[src/rtl/alu_pkg.sv]
// Shared opcode encoding, flag register layout and lane geometry for the
// pipelined ALU.
package alu_pkg;

    localparam int OP_W   = 4;
    localparam int LANE_W = 4;
    localparam int BYTE_W = 8;

    typedef enum logic [OP_W-1:0] {
        OP_ADD    = 4'h0,
        OP_SUB    = 4'h1,
        OP_XOR    = 4'h2,
        OP_RED    = 4'h3,
        OP_SLL    = 4'h4,
        OP_SRA    = 4'h5,
        OP_ROR    = 4'h6,
        OP_PADDSB = 4'h7,
        OP_LW     = 4'h8,
        OP_SW     = 4'h9,
        OP_LLB    = 4'hA,
        OP_LHB    = 4'hB,
        OP_PT0    = 4'hC,
        OP_PT1    = 4'hD,
        OP_PT2    = 4'hE,
        OP_PT3    = 4'hF
    } alu_op_e;

    typedef struct packed {
        logic n;
        logic z;
        logic v;
    } alu_flags_t;

    function automatic logic writes_nzv(alu_op_e op);
        return op inside {OP_ADD, OP_SUB};
    endfunction

    function automatic logic writes_z_only(alu_op_e op);
        return op inside {OP_XOR, OP_SLL, OP_SRA, OP_ROR};
    endfunction

endpackage

[src/rtl/alu_pipe_if.sv]
// Operand/result handshake bundle between decode, the ALU and writeback.
interface alu_pipe_if #(
    parameter int WIDTH = 16
);
    logic             in_valid;
    logic             in_ready;
    logic [WIDTH-1:0] in_a;
    logic [WIDTH-1:0] in_b;
    logic [3:0]       in_op;

    logic             out_valid;
    logic             out_ready;
    logic [WIDTH-1:0] out_data;
    logic             out_sat;
    logic             flag_n;
    logic             flag_z;
    logic             flag_v;

    modport master (
        output in_valid, in_a, in_b, in_op, out_ready,
        input  in_ready, out_valid, out_data, out_sat, flag_n, flag_z, flag_v
    );

    modport slave (
        input  in_valid, in_a, in_b, in_op, out_ready,
        output in_ready, out_valid, out_data, out_sat, flag_n, flag_z, flag_v
    );
endinterface

[src/rtl/sat_addsub.sv]
// Signed W-bit add/subtract that clamps to the representable range and
// reports whether clamping happened.
module sat_addsub #(
    parameter int W = 16
) (
    input  logic [W-1:0] a,
    input  logic [W-1:0] b,
    input  logic         sub,
    output logic [W-1:0] sum,
    output logic         sat
);
    logic [W:0] ext;

    always_comb begin
        ext = sub ? ({a[W-1], a} - {b[W-1], b})
                  : ({a[W-1], a} + {b[W-1], b});
        // The extra sign bit disagrees with the result MSB exactly on overflow.
        sat = ext[W] ^ ext[W-1];
        if (!sat)
            sum = ext[W-1:0];
        else if (ext[W])
            sum = {1'b1, {(W-1){1'b0}}};
        else
            sum = {1'b0, {(W-1){1'b1}}};
    end
endmodule

[src/rtl/alu_pipe.sv]
// Two-stage pipelined ALU: S1 captures operands, S2 holds the computed result
// and the N/Z/V flag register; valid/ready on both sides lets the core stall it.
module alu_pipe
    import alu_pkg::*;
#(
    parameter int WIDTH = 16,
    parameter int SHW   = $clog2(WIDTH)
) (
    input  logic      clk,
    input  logic      rst,
    alu_pipe_if.slave bus
);
    localparam int NLANES = WIDTH / LANE_W;
    localparam int NBYTES = WIDTH / BYTE_W;

    logic             s1_valid;
    logic [WIDTH-1:0] s1_a;
    logic [WIDTH-1:0] s1_b;
    alu_op_e          s1_op;

    logic             s2_valid;
    logic [WIDTH-1:0] s2_data;
    logic             s2_sat;
    alu_flags_t       flags_q;
    alu_flags_t       flags_next;

    logic             s2_load;
    logic             s1_adv;
    logic             accept;

    logic [WIDTH-1:0] res;
    logic             res_sat;

    assign s2_load      = !s2_valid || bus.out_ready;
    assign s1_adv       = s1_valid && s2_load;
    assign bus.in_ready = !s1_valid || s2_load;
    assign accept       = bus.in_valid && bus.in_ready;

    // ---------------- stage 1: operand capture ----------------
    always_ff @(posedge clk or posedge rst) begin
        // NOTE: state is always written with <= so every register samples pre-edge values.
        if (rst)
            s1_valid <= 1'b0;
        else if (bus.in_ready)
            s1_valid <= bus.in_valid;
    end

    // NOTE: operand registers carry no reset; s1_valid alone qualifies them.
    always_ff @(posedge clk) begin
        if (accept) begin
            s1_a  <= bus.in_a;
            s1_b  <= bus.in_b;
            s1_op <= alu_op_e'(bus.in_op);
        end
    end

    // ---------------- execute ----------------
    logic [WIDTH-1:0] as_sum;
    logic             as_sat;

    sat_addsub #(.W(WIDTH)) u_addsub (
        .a   (s1_a),
        .b   (s1_b),
        .sub (s1_op == OP_SUB),
        .sum (as_sum),
        .sat (as_sat)
    );

    logic [WIDTH-1:0]  pb_sum;
    logic [NLANES-1:0] pb_sat;

    for (genvar g = 0; g < NLANES; g++) begin : g_lane
        sat_addsub #(.W(LANE_W)) u_lane (
            .a   (s1_a[g*LANE_W +: LANE_W]),
            .b   (s1_b[g*LANE_W +: LANE_W]),
            .sub (1'b0),
            .sum (pb_sum[g*LANE_W +: LANE_W]),
            .sat (pb_sat[g])
        );
    end

    logic [SHW-1:0]   sh;
    logic [SHW:0]     rsh;
    logic [WIDTH-1:0] sll_res;
    logic [WIDTH-1:0] sra_res;
    logic [WIDTH-1:0] ror_res;
    logic [WIDTH-1:0] addr_res;

    assign sh       = s1_b[SHW-1:0];
    assign rsh      = (SHW+1)'(WIDTH) - {1'b0, sh};
    assign sll_res  = s1_a << sh;
    assign sra_res  = $signed(s1_a) >>> sh;
    // A left shift by the full width yields zero, so sh=0 rotates to a itself.
    assign ror_res  = (s1_a >> sh) | (s1_a << rsh);
    assign addr_res = {s1_a[WIDTH-1:1], 1'b0} + s1_b;

    logic [WIDTH-1:0] red_sum;

    always_comb begin
        // NOTE: combinational accumulators use blocking = and start from a default, so no latch forms.
        red_sum = '0;
        for (int i = 0; i < NBYTES; i++) begin
            red_sum = red_sum
                    + {{(WIDTH-BYTE_W){s1_a[i*BYTE_W+BYTE_W-1]}}, s1_a[i*BYTE_W +: BYTE_W]}
                    + {{(WIDTH-BYTE_W){s1_b[i*BYTE_W+BYTE_W-1]}}, s1_b[i*BYTE_W +: BYTE_W]};
        end
    end

    always_comb begin
        res     = s1_a;
        res_sat = 1'b0;
        case (s1_op)
            OP_ADD, OP_SUB: begin
                res     = as_sum;
                res_sat = as_sat;
            end
            OP_XOR:       res = s1_a ^ s1_b;
            OP_RED:       res = red_sum;
            OP_SLL:       res = sll_res;
            OP_SRA:       res = sra_res;
            OP_ROR:       res = ror_res;
            OP_PADDSB: begin
                res     = pb_sum;
                res_sat = |pb_sat;
            end
            OP_LW, OP_SW: res = addr_res;
            OP_LLB:       res = {s1_a[WIDTH-1:BYTE_W], s1_b[BYTE_W-1:0]};
            OP_LHB:       res = {s1_b[BYTE_W-1:0], s1_a[WIDTH-BYTE_W-1:0]};
            default:      res = s1_a;
        endcase
    end

    always_comb begin
        flags_next = flags_q;
        if (writes_nzv(s1_op)) begin
            flags_next.n = res[WIDTH-1];
            flags_next.z = (res == '0);
            flags_next.v = res_sat;
        end else if (writes_z_only(s1_op)) begin
            flags_next.z = (res == '0);
        end
    end

    // ---------------- stage 2: result and flag register ----------------
    always_ff @(posedge clk or posedge rst) begin
        if (rst) begin
            s2_valid <= 1'b0;
            s2_data  <= '0;
            s2_sat   <= 1'b0;
            flags_q  <= '0;
        end else if (s2_load) begin
            s2_valid <= s1_valid;
            if (s1_valid) begin
                s2_data <= res;
                s2_sat  <= res_sat;
                flags_q <= flags_next;
            end
        end
    end

    assign bus.out_valid = s2_valid;
    assign bus.out_data  = s2_data;
    assign bus.out_sat   = s2_sat;
    assign bus.flag_n    = flags_q.n;
    assign bus.flag_z    = flags_q.z;
    assign bus.flag_v    = flags_q.v;

endmodule

[src/flat_wrapper.sv]
// flat-port wrapper written by rule: the top's interface ports become plain ports
module alu_pipe_flat import alu_pkg::*;
#(
    parameter int WIDTH = 16,
    parameter int SHW   = $clog2(WIDTH)
)
  (clk, rst, bus_in_valid, bus_in_a, bus_in_b, bus_in_op, bus_out_ready, bus_in_ready, bus_out_valid, bus_out_data, bus_out_sat, bus_flag_n, bus_flag_z, bus_flag_v);
  alu_pipe_if #(.WIDTH(WIDTH)) bus_i ();
  input  logic clk;
  input  logic rst;
  input wire logic [$bits(bus_i.in_valid)-1:0] bus_in_valid;
  input wire logic [$bits(bus_i.in_a)-1:0] bus_in_a;
  input wire logic [$bits(bus_i.in_b)-1:0] bus_in_b;
  input wire logic [$bits(bus_i.in_op)-1:0] bus_in_op;
  input wire logic [$bits(bus_i.out_ready)-1:0] bus_out_ready;
  output wire logic [$bits(bus_i.in_ready)-1:0] bus_in_ready;
  output wire logic [$bits(bus_i.out_valid)-1:0] bus_out_valid;
  output wire logic [$bits(bus_i.out_data)-1:0] bus_out_data;
  output wire logic [$bits(bus_i.out_sat)-1:0] bus_out_sat;
  output wire logic [$bits(bus_i.flag_n)-1:0] bus_flag_n;
  output wire logic [$bits(bus_i.flag_z)-1:0] bus_flag_z;
  output wire logic [$bits(bus_i.flag_v)-1:0] bus_flag_v;
  assign bus_i.in_valid = bus_in_valid;
  assign bus_i.in_a = bus_in_a;
  assign bus_i.in_b = bus_in_b;
  assign bus_i.in_op = bus_in_op;
  assign bus_i.out_ready = bus_out_ready;
  assign bus_in_ready = bus_i.in_ready;
  assign bus_out_valid = bus_i.out_valid;
  assign bus_out_data = bus_i.out_data;
  assign bus_out_sat = bus_i.out_sat;
  assign bus_flag_n = bus_i.flag_n;
  assign bus_flag_z = bus_i.flag_z;
  assign bus_flag_v = bus_i.flag_v;
  alu_pipe #(.WIDTH(WIDTH), .SHW(SHW)) u_core (.clk(clk), .rst(rst), .bus(bus_i));
endmodule
[config.mk]
export PLATFORM = sky130hd
export DESIGN_NAME = alu_pipe_flat
export DESIGN_NICKNAME = d
export VERILOG_FILES = /design/src/rtl/alu_pkg.sv /design/src/rtl/alu_pipe_if.sv /design/src/rtl/sat_addsub.sv /design/src/rtl/alu_pipe.sv /design/src/flat_wrapper.sv
export SDC_FILE = /design/constraint.sdc
export NUM_CORES = 1
export LEC_CHECK = 0
export CORE_UTILIZATION = 45
export CTS_BUF_LIST = sky130_fd_sc_hd__clkbuf_16
export CTS_CLUSTER_DIAMETER = 120
export DETAILED_ROUTE_END_ITERATION = 10
export PLACE_DENSITY = 0.6
export SYNTH_ARGS = -nofsm -noshare
export SYNTH_HDL_FRONTEND = slang
export SYNTH_HIERARCHICAL = 1
export SYNTH_SLANG_ARGS = --single-unit
export TNS_END_PERCENT = 50
[constraint.sdc]
create_clock -name clk -period 7.1 [get_ports clk]
set_input_delay 1.42 -clock clk [delete_from_list [all_inputs] [get_ports clk]]
set_output_delay 1.42 -clock clk [all_outputs]
set_load 0.1 [all_outputs]
==> summary.txt, run 1 <==
GRT
  • GRT busiest layer: met2
  • Met2 Usage GRT: 0.511
  • Total grt overflow: 0
  • Initial antenna violation count: 0
  • Largest net degree at the start of global routing: 62
  • First-pass GRT wire length: 54,200 µm
  • Met3 Use GR: 0.0636
  • Vias in the first global route: 8,958
  • Global router's overall resource usage: 0.328
  • Grt met1 use: 0.435

Critical path
  • FF-to-FF setup slack: 710 ps
  • Slowest stage delay, CP: 840 ps
  • R2R Path Start: u_core/s1_op[3]$_DFFE_PP_
  • Crit. End Element: register
  • Kind of cell adding the most delay to the critical path: compound AO/OA/AOI/OAI gates
  • Worst EP required: 7380 ps
  • Worst R2R Path Depth: 20
  • Critical-path cell list: nor3_1, and2_1, a31oi_1, nor2_1, o21ai_0, xnor2_1, ha_1, a21oi_1, o21ai_0, a31o_2, or3_4, a22oi_1, a21oi_1, a22oi_1, o22ai_1, a211o_1, nor4_1, a31oi_1, nor4b_2, a41o_1
  • Slowest-stage cell, CP: a22oi_1
  • Worst EP arrival: 6670 ps
  • RR Endpoint: u_core/bus.flag_z$_DFFE_PP0P_
  • Crit-path max FO: 16
  • Buf/Inv on CP: 0
  • CP Launch Type: register
  • CP Class: reg -> reg

Clock tree
  • CTS Buf Count: 9
  • Root Driver: clkbuf_16
  • PostCTS Resize Cnt: 0
  • Sink Count: 58
  • Clock Path Buffers: 2
  • CTS tree: done
  • Clk_lat worst skew: 360 ps
  • H-tree level count: 3
  • Clock-pin slew on the worst setup and hold paths: 70 ps
  • Hold Buf Count CTS: 0
  • Post-CTS Setup Bufs: 0

Routing
  • Routed len/inst: 24.1 µm
  • Vias: 9,331
  • Post-route ant nets: 0
  • First-pass DRT Iterations: 6
  • Final WL: 35,300 µm
  • Post-DR vias/cell: 6.36
  • Initial drt markers: 909
  • DRC violations left: 0

Floorplanning
  • Placement Rows: 53
  • Initial core utilization: 0.461
  • Total core area: 21,100 µm²
  • Die area: 22,200 µm²
  • Die X: 149 µm
  • Io pins: 62
  • Die Span Y: 149 µm

Min path
  • Cells on Worst Hold Path: 2
  • Worst min path class: reg -> reg
  • Hold Path Sink: u_core/bus.out_data[2]$_DFFE_PP0P_
  • Hold_sp: u_core/bus.out_data[2]$_DFFE_PP0P_

Synth
  • Syn_area_per_cell: 8.48 µm²
  • Synth Register Bits: 58
  • Mux contribution to synthesized area: 0.148
  • Synth Flop Type: edfxtp_1
  • Synth area leader: edfxtp_1
  • Synth Area in Compound Gates: 0.226
  • Synth top area share: 0.111
  • Post-Syn Area: 9720 µm²
  • Main combinational cell family by area after synthesis: compound AO/OA/AOI/OAI gates
  • Yosys warns: 6
  • Distinct cell type count after synthesis: 94
  • Synth Area in Simple Gates: 0.170
  • Register area share after synthesis: 0.168
  • Post-synthesis cell count: 1,146
  • Post-synthesis adder-cell area fraction: 0.145
  • Async SR Flop Fraction: 0.379
  • Synth area leaders: edfxtp_1, ha_1, dfrtp_1, mux4_2, mux2i_1
  • Synth Area in XOR/XNOR: 0.0729
  • Post-synth EDFFs: 36

Placed design
  • IO buf count: 61
  • Setup WS pre-CTS: 972 ps
  • Global placer's final weighted congestion: 0.984
  • Detailed placement HPWL: 25,700 µm

Timing
  • Period minus WS final: 6390 ps
  • Slew Limit Fails: 0
  • Count of final setup violators: 0
  • Slew Limit Headroom: 0.268
  • Worst Clk Skew: 16.3 ps
  • Worst setup margin: 710 ps
  • Fmax: 0.157 GHz
  • Unrepaired setup endpoints after global routing: no
  • Final setup TNS: 0 ps
  • Final period utilization: 0.900
  • Worst slew pin tran: 1100 ps
  • Final Hold Vio Count: 0

Power
  • Leakage Power: 4.41 nW
  • Pwr dens: 211 nW/µm²
  • Peak supply drop: 0.000127 V
  • Final Total Pwr: 0.00229 W

Layout
  • Most common cell after layout, fill and taps aside: nor2_1
  • P&R area growth vs syn: 11.3%
  • N_diodes: 0
  • Most frequent cells in the layout: nor2_1, a21oi_1, nand2_1
  • Util after Layout: 0.513
  • FILL cells: 2,028
  • Final net count: 1,312
  • Share of cells above drive strength 1: 0.118

Flow run
  • Max capacitance violation total: 0

Run status
  • Outcome: complete, no violations
[synthesized netlist by cell type (24+ instances only)]
| cell type | count |
|---|---|
| a21o_1 | 26 |
| mux2_2 | 24 |
| mux2i_1 | 47 |
| a21oi_1 | 86 |
| o21ai_0 | 60 |
| nand2_1 | 78 |
| inv_1 | 69 |
| nor2_1 | 88 |
| nor3_1 | 24 |
| xnor2_1 | 52 |
| edfxtp_1 | 36 |
| ha_1 | 63 |
| clkbuf_1 | 36 |
[worst min-delay path, delay by kind of cell, from the launching register on]
family / cells / cell delay, ps
simple gates: 1 / 40
compound gates: 1 / 60
flops: 1 / 340
[registers in the layout, summed over array words and instances, names as in the netlist]
signal and flops:
u_core/bus.out_sat 1, u_core/bus.out_data 16, u_core/s1_valid 1, u_core/bus.out_valid 1
u_core/bus.flag_z 1, u_core/bus.flag_v 1, u_core/s1_op 4, u_core/s1_a 16
u_core/bus.flag_n 1, u_core/s1_b 16
[power by group]
part / internal [W] / switching [W]
Sequential: 0.000408 / 0.0000528
Combinational: 0.000512 / 0.000893
Clock: 0.000233 / 0.000186
Total: 0.00115 / 0.00113
[area by class of cell]
class / count / area, µm² / share of cell area
multi-input cells: 957 / 7490 / 0.693
flip-flops and latches: 58 / 1630 / 0.151
repair buffers: 89 / 821 / 0.0759
well taps: 275 / 344 / 0.0318
inverters: 71 / 267 / 0.0246
clock buffers: 9 / 225 / 0.0208
clock inverters: 7 / 36.3 / 0.00336
[routing by layer]
metal / up-vias / wire length [µm]
li1: 4310 / -
met1: 4436 / 14900
met2: 483 / 16000
met3: 102 / 2950
met4: 0 / 1500
met5: - / 0
[logic make-up after synthesis]
family                   Yosys count
multiplexers                     104
adder cells (fa/ha/maj)          101
XOR/XNOR                          74
AO/OA/AOI/OAI                    329
other                              1
flip-flops                        58
AND/OR/NAND/NOR                  329
buffers and inverters            150
[worst max path at each step]
| stage | startpoint | to | slack (ps) | depth (start not counted) |
|---|---|---|---|---|
| after floorplan | u_core/s1_op[3]$_DFFE_PP_ | u_core/bus.flag_z$_DFFE_PP0P_ | 1950 | 19 |
| after global placement | u_core/s1_op[3]$_DFFE_PP_ | u_core/bus.flag_z$_DFFE_PP0P_ | 940 | 20 |
| after detailed placement | u_core/s1_op[3]$_DFFE_PP_ | u_core/bus.flag_z$_DFFE_PP0P_ | 970 | 20 |
| after CTS | u_core/s1_op[3]$_DFFE_PP_ | u_core/bus.flag_z$_DFFE_PP0P_ | 860 | 20 |
| after global routing | u_core/s1_op[3]$_DFFE_PP_ | u_core/bus.flag_z$_DFFE_PP0P_ | 520 | 20 |
| final | u_core/s1_op[3]$_DFFE_PP_ | u_core/bus.flag_z$_DFFE_PP0P_ | 710 | 20 |
[stage by stage]
| step | hold WS [ps] | cell area, µm² | std cells |
|---|---|---|---|
| 2_1_floorplan | 479 | 9790 | 1165 |
| 3_3_place_gp | 467 | 10600 | 1450 |
| 3_5_place_dp | 473 | 10600 | 1450 |
| 4_1_cts | 486 | 10800 | 1466 |
| 5_1_grt | 524 | 10800 | 1466 |
| 6_report | 480 | 10800 | 1466 |
No activity file was read; power rests on OpenSTA's default activity.
==> run 2: changes to the inputs <==
==> constraint.sdc (replaced) <==
create_clock -name clk -period 8 [get_ports clk]
set_input_delay 1.6 -clock clk [delete_from_list [all_inputs] [get_ports clk]]
set_output_delay 1.6 -clock clk [all_outputs]
set_load 0.1 [all_outputs]
==> summary.txt, run 2 (synthesis gave the netlist of run 1 again) <==
Run status
  • Outcome: complete, no violations

Timing
  • Count of final setup violators: 0 (unchanged)
  • Slew Limit Headroom: 0.318 (+0.0501)
  • Fmax: 0.144 GHz (-7.9%)
  • Worst Clk Skew: 17.2 ps (+0.885 ps)
  • Slew Limit Fails: 0 (unchanged)
  • Period minus WS final: 6940 ps (+548 ps)
  • Worst slew pin tran: 1020 ps (-75.1 ps)
  • Final Hold Vio Count: 0 (unchanged)
  • Unrepaired setup endpoints after global routing: no
  • Final period utilization: 0.867 (-0.0327)
  • Final setup TNS: 0 ps (unchanged)

Layout
  • Most common cell after layout, fill and taps aside: nor2_1
  • FILL cells: 2,064 (+1.8%)
  • P&R area growth vs syn: 11.1%
  • Final net count: 1,311 (-0.076%)
  • N_diodes: 0 (unchanged)
  • Fin cells: 1,465 (-0.068%)
  • Most frequent cells in the layout: nor2_1, a21oi_1, nand2_1
  • Share of cells above drive strength 1: 0.115 (-0.00242)

Routing
  • Post-DR vias/cell: 6.37 (+0.14%)
  • First-pass DRT Iterations: 6 (unchanged)
  • Vias: 9,338 (+0.075%)
  • Routed len/inst: 23.7 µm (-1.8%)
  • DRC violations left: 0 (unchanged)
  • Final WL: 34,700 µm (-1.9%)
  • Post-route ant nets: 0 (unchanged)
  • Initial drt markers: 1,006 (+11%)

Clock tree
  • Hold Buf Count CTS: 0 (unchanged)
  • CTS tree: done
  • Post-CTS Setup Bufs: 0 (unchanged)
  • Clk_lat worst skew: 360 ps (about the same)
  • PostCTS Resize Cnt: 0 (unchanged)
  • Clock Path Buffers: 2 (unchanged)
  • Sink Count: 58 (unchanged)
  • Clock-pin slew on the worst setup and hold paths: 70 ps (about the same)
  • Root Driver: clkbuf_16
  • H-tree level count: 3 (unchanged)
  • CTS Buf Count: 9 (unchanged)

GRT
  • Met2 Usage GRT: 0.488 (-0.0223)
  • Global router's overall resource usage: 0.320 (-0.00791)
  • Grt met1 use: 0.433 (-0.00244)
  • Met3 Use GR: 0.0596 (-0.00398)
  • Total grt overflow: 0 (unchanged)
  • Largest net degree at the start of global routing: 64 (+3.2%)
  • Initial antenna violation count: 0 (unchanged)
  • First-pass GRT wire length: 53,000 µm (-2.3%)
  • Vias in the first global route: 8,866 (-1.0%)
  • GRT busiest layer: met2

Critical path
  • Worst EP arrival: 7220 ps (+550 ps)
  • CP Class: reg -> reg
  • Most frequent cell on the critical path: a21oi_1
  • Slowest-stage cell, CP: a22oi_1
  • Kind of cell adding the most delay to the critical path: compound AO/OA/AOI/OAI gates
  • Critical-path cell list: buf_4, nor3_1, and2_1, a31oi_1, nor2_1, o21ai_0, xnor2_1, ha_1, a21oi_1, o21ai_0, a31o_2, or3_4, a22oi_1, a21oi_1, nor2_1, a21oi_1, o2bb2ai_1, a211o_1, o32ai_1, o2111ai_1, nor3_1, nor4b_2, a41o_1
  • Crit. End Element: register
  • Slowest stage delay, CP: 790 ps (-50 ps)
  • CP Launch Type: register
  • Worst EP required: 8280 ps (+900 ps)
  • Buf/Inv on CP: 1 (+1)
  • Crit-path max FO: 40 (+24)

Floorplanning
  • Die area: 22,200 µm² (unchanged)
  • Initial core utilization: 0.461 (unchanged)
  • Io pins: 62 (unchanged)
  • Die Span Y: 149 µm (unchanged)
  • Die X: 149 µm (unchanged)
  • Placement Rows: 53 (unchanged)
  • Total core area: 21,100 µm² (unchanged)

Power
  • Final Total Pwr: 0.00202 W (-12%)
  • Leakage Power: 4.40 nW (-0.21%)
  • Pwr dens: 187 nW/µm² (-12%)
  • Peak supply drop: 0.000122 V (-3.9%)

Placed design
  • Dpl cells: 1,449 (-0.069%)
  • Global placer's final weighted congestion: 1.02 (+3.4%)
  • IO buf count: 61 (unchanged)
  • Detailed placement HPWL: 25,000 µm (-2.7%)

Flow run
  • Max capacitance violation total: 0 (unchanged)

Min path
  • Worst min path class: reg -> reg
-- run 2: cell types whose count changed in the layout (fill, tap and decap cells not counted), sizes merged --
cell  before  now
buf       28   27
-- run 2: metrics by stage --
stage	cell area [µm²]	setup slack, ps	utilization	hold slack, ps
floorplan	9790	2850	-	479
global placement	10500	1480	0.500	470
detailed placement	10500	1320	0.500	469
CTS	10800	1270	0.512	481
global route	10800	745	0.512	515
finish	10800	1060	0.512	481
-- run 2: tightest hold or removal path, stage by stage, from the launching register on --
cell and delay [ps]:
dfrtp_1 340, nand2_1 50, o21ai_0 60
-- run 2: worst paths after layout --
kind                                                    startpoint                                  end  slack (ps)  depth (start not counted)
max in group asynchronous                                      rst  u_core/bus.out_data[12]$_DFFE_PP0P_        5780                          2
worst min-delay path            u_core/bus.out_data[3]$_DFFE_PP0P_   u_core/bus.out_data[3]$_DFFE_PP0P_         480                          2
worst max-delay path                     u_core/s1_op[1]$_DFFE_PP_        u_core/bus.flag_z$_DFFE_PP0P_        1060                         23
worst min register to register  u_core/bus.out_data[3]$_DFFE_PP0P_   u_core/bus.out_data[3]$_DFFE_PP0P_         480                          2
worst max register to register           u_core/s1_op[1]$_DFFE_PP_        u_core/bus.flag_z$_DFFE_PP0P_        1060                         23
min in group asynchronous                                      rst       u_core/bus.out_sat$_DFFE_PP0P_        1710                          2
-- run 2: where the power goes --
part           internal (W)  switching (W)  total [W]
Combinational      0.000454       0.000801    0.00126
Sequential         0.000362      0.0000389   0.000401
Clock              0.000206       0.000157   0.000363
Total               0.00102       0.000997    0.00202
-- run 2: layout make-up --
class                           instances  area [µm²]  area share
Clock buffer                            9         225      0.0209
Clock inverter                          7        35.0     0.00324
Inverter                               71         267      0.0247
Multi-Input combinational cell        957        7480       0.693
Sequential cell                        58        1630       0.151
Tap cell                              275         344      0.0319
Timing Repair Buffer                   88         813      0.0753
-- run 2: routing by layer --
metal | wire (µm) | part of all wire | up-vias
met5 | 0 | 0 | -
met4 | 1530 | 0.044 | 0
met3 | 3290 | 0.095 | 105
met2 | 15300 | 0.44 | 511
met1 | 14500 | 0.42 | 4429
li1 | - | - | 4293
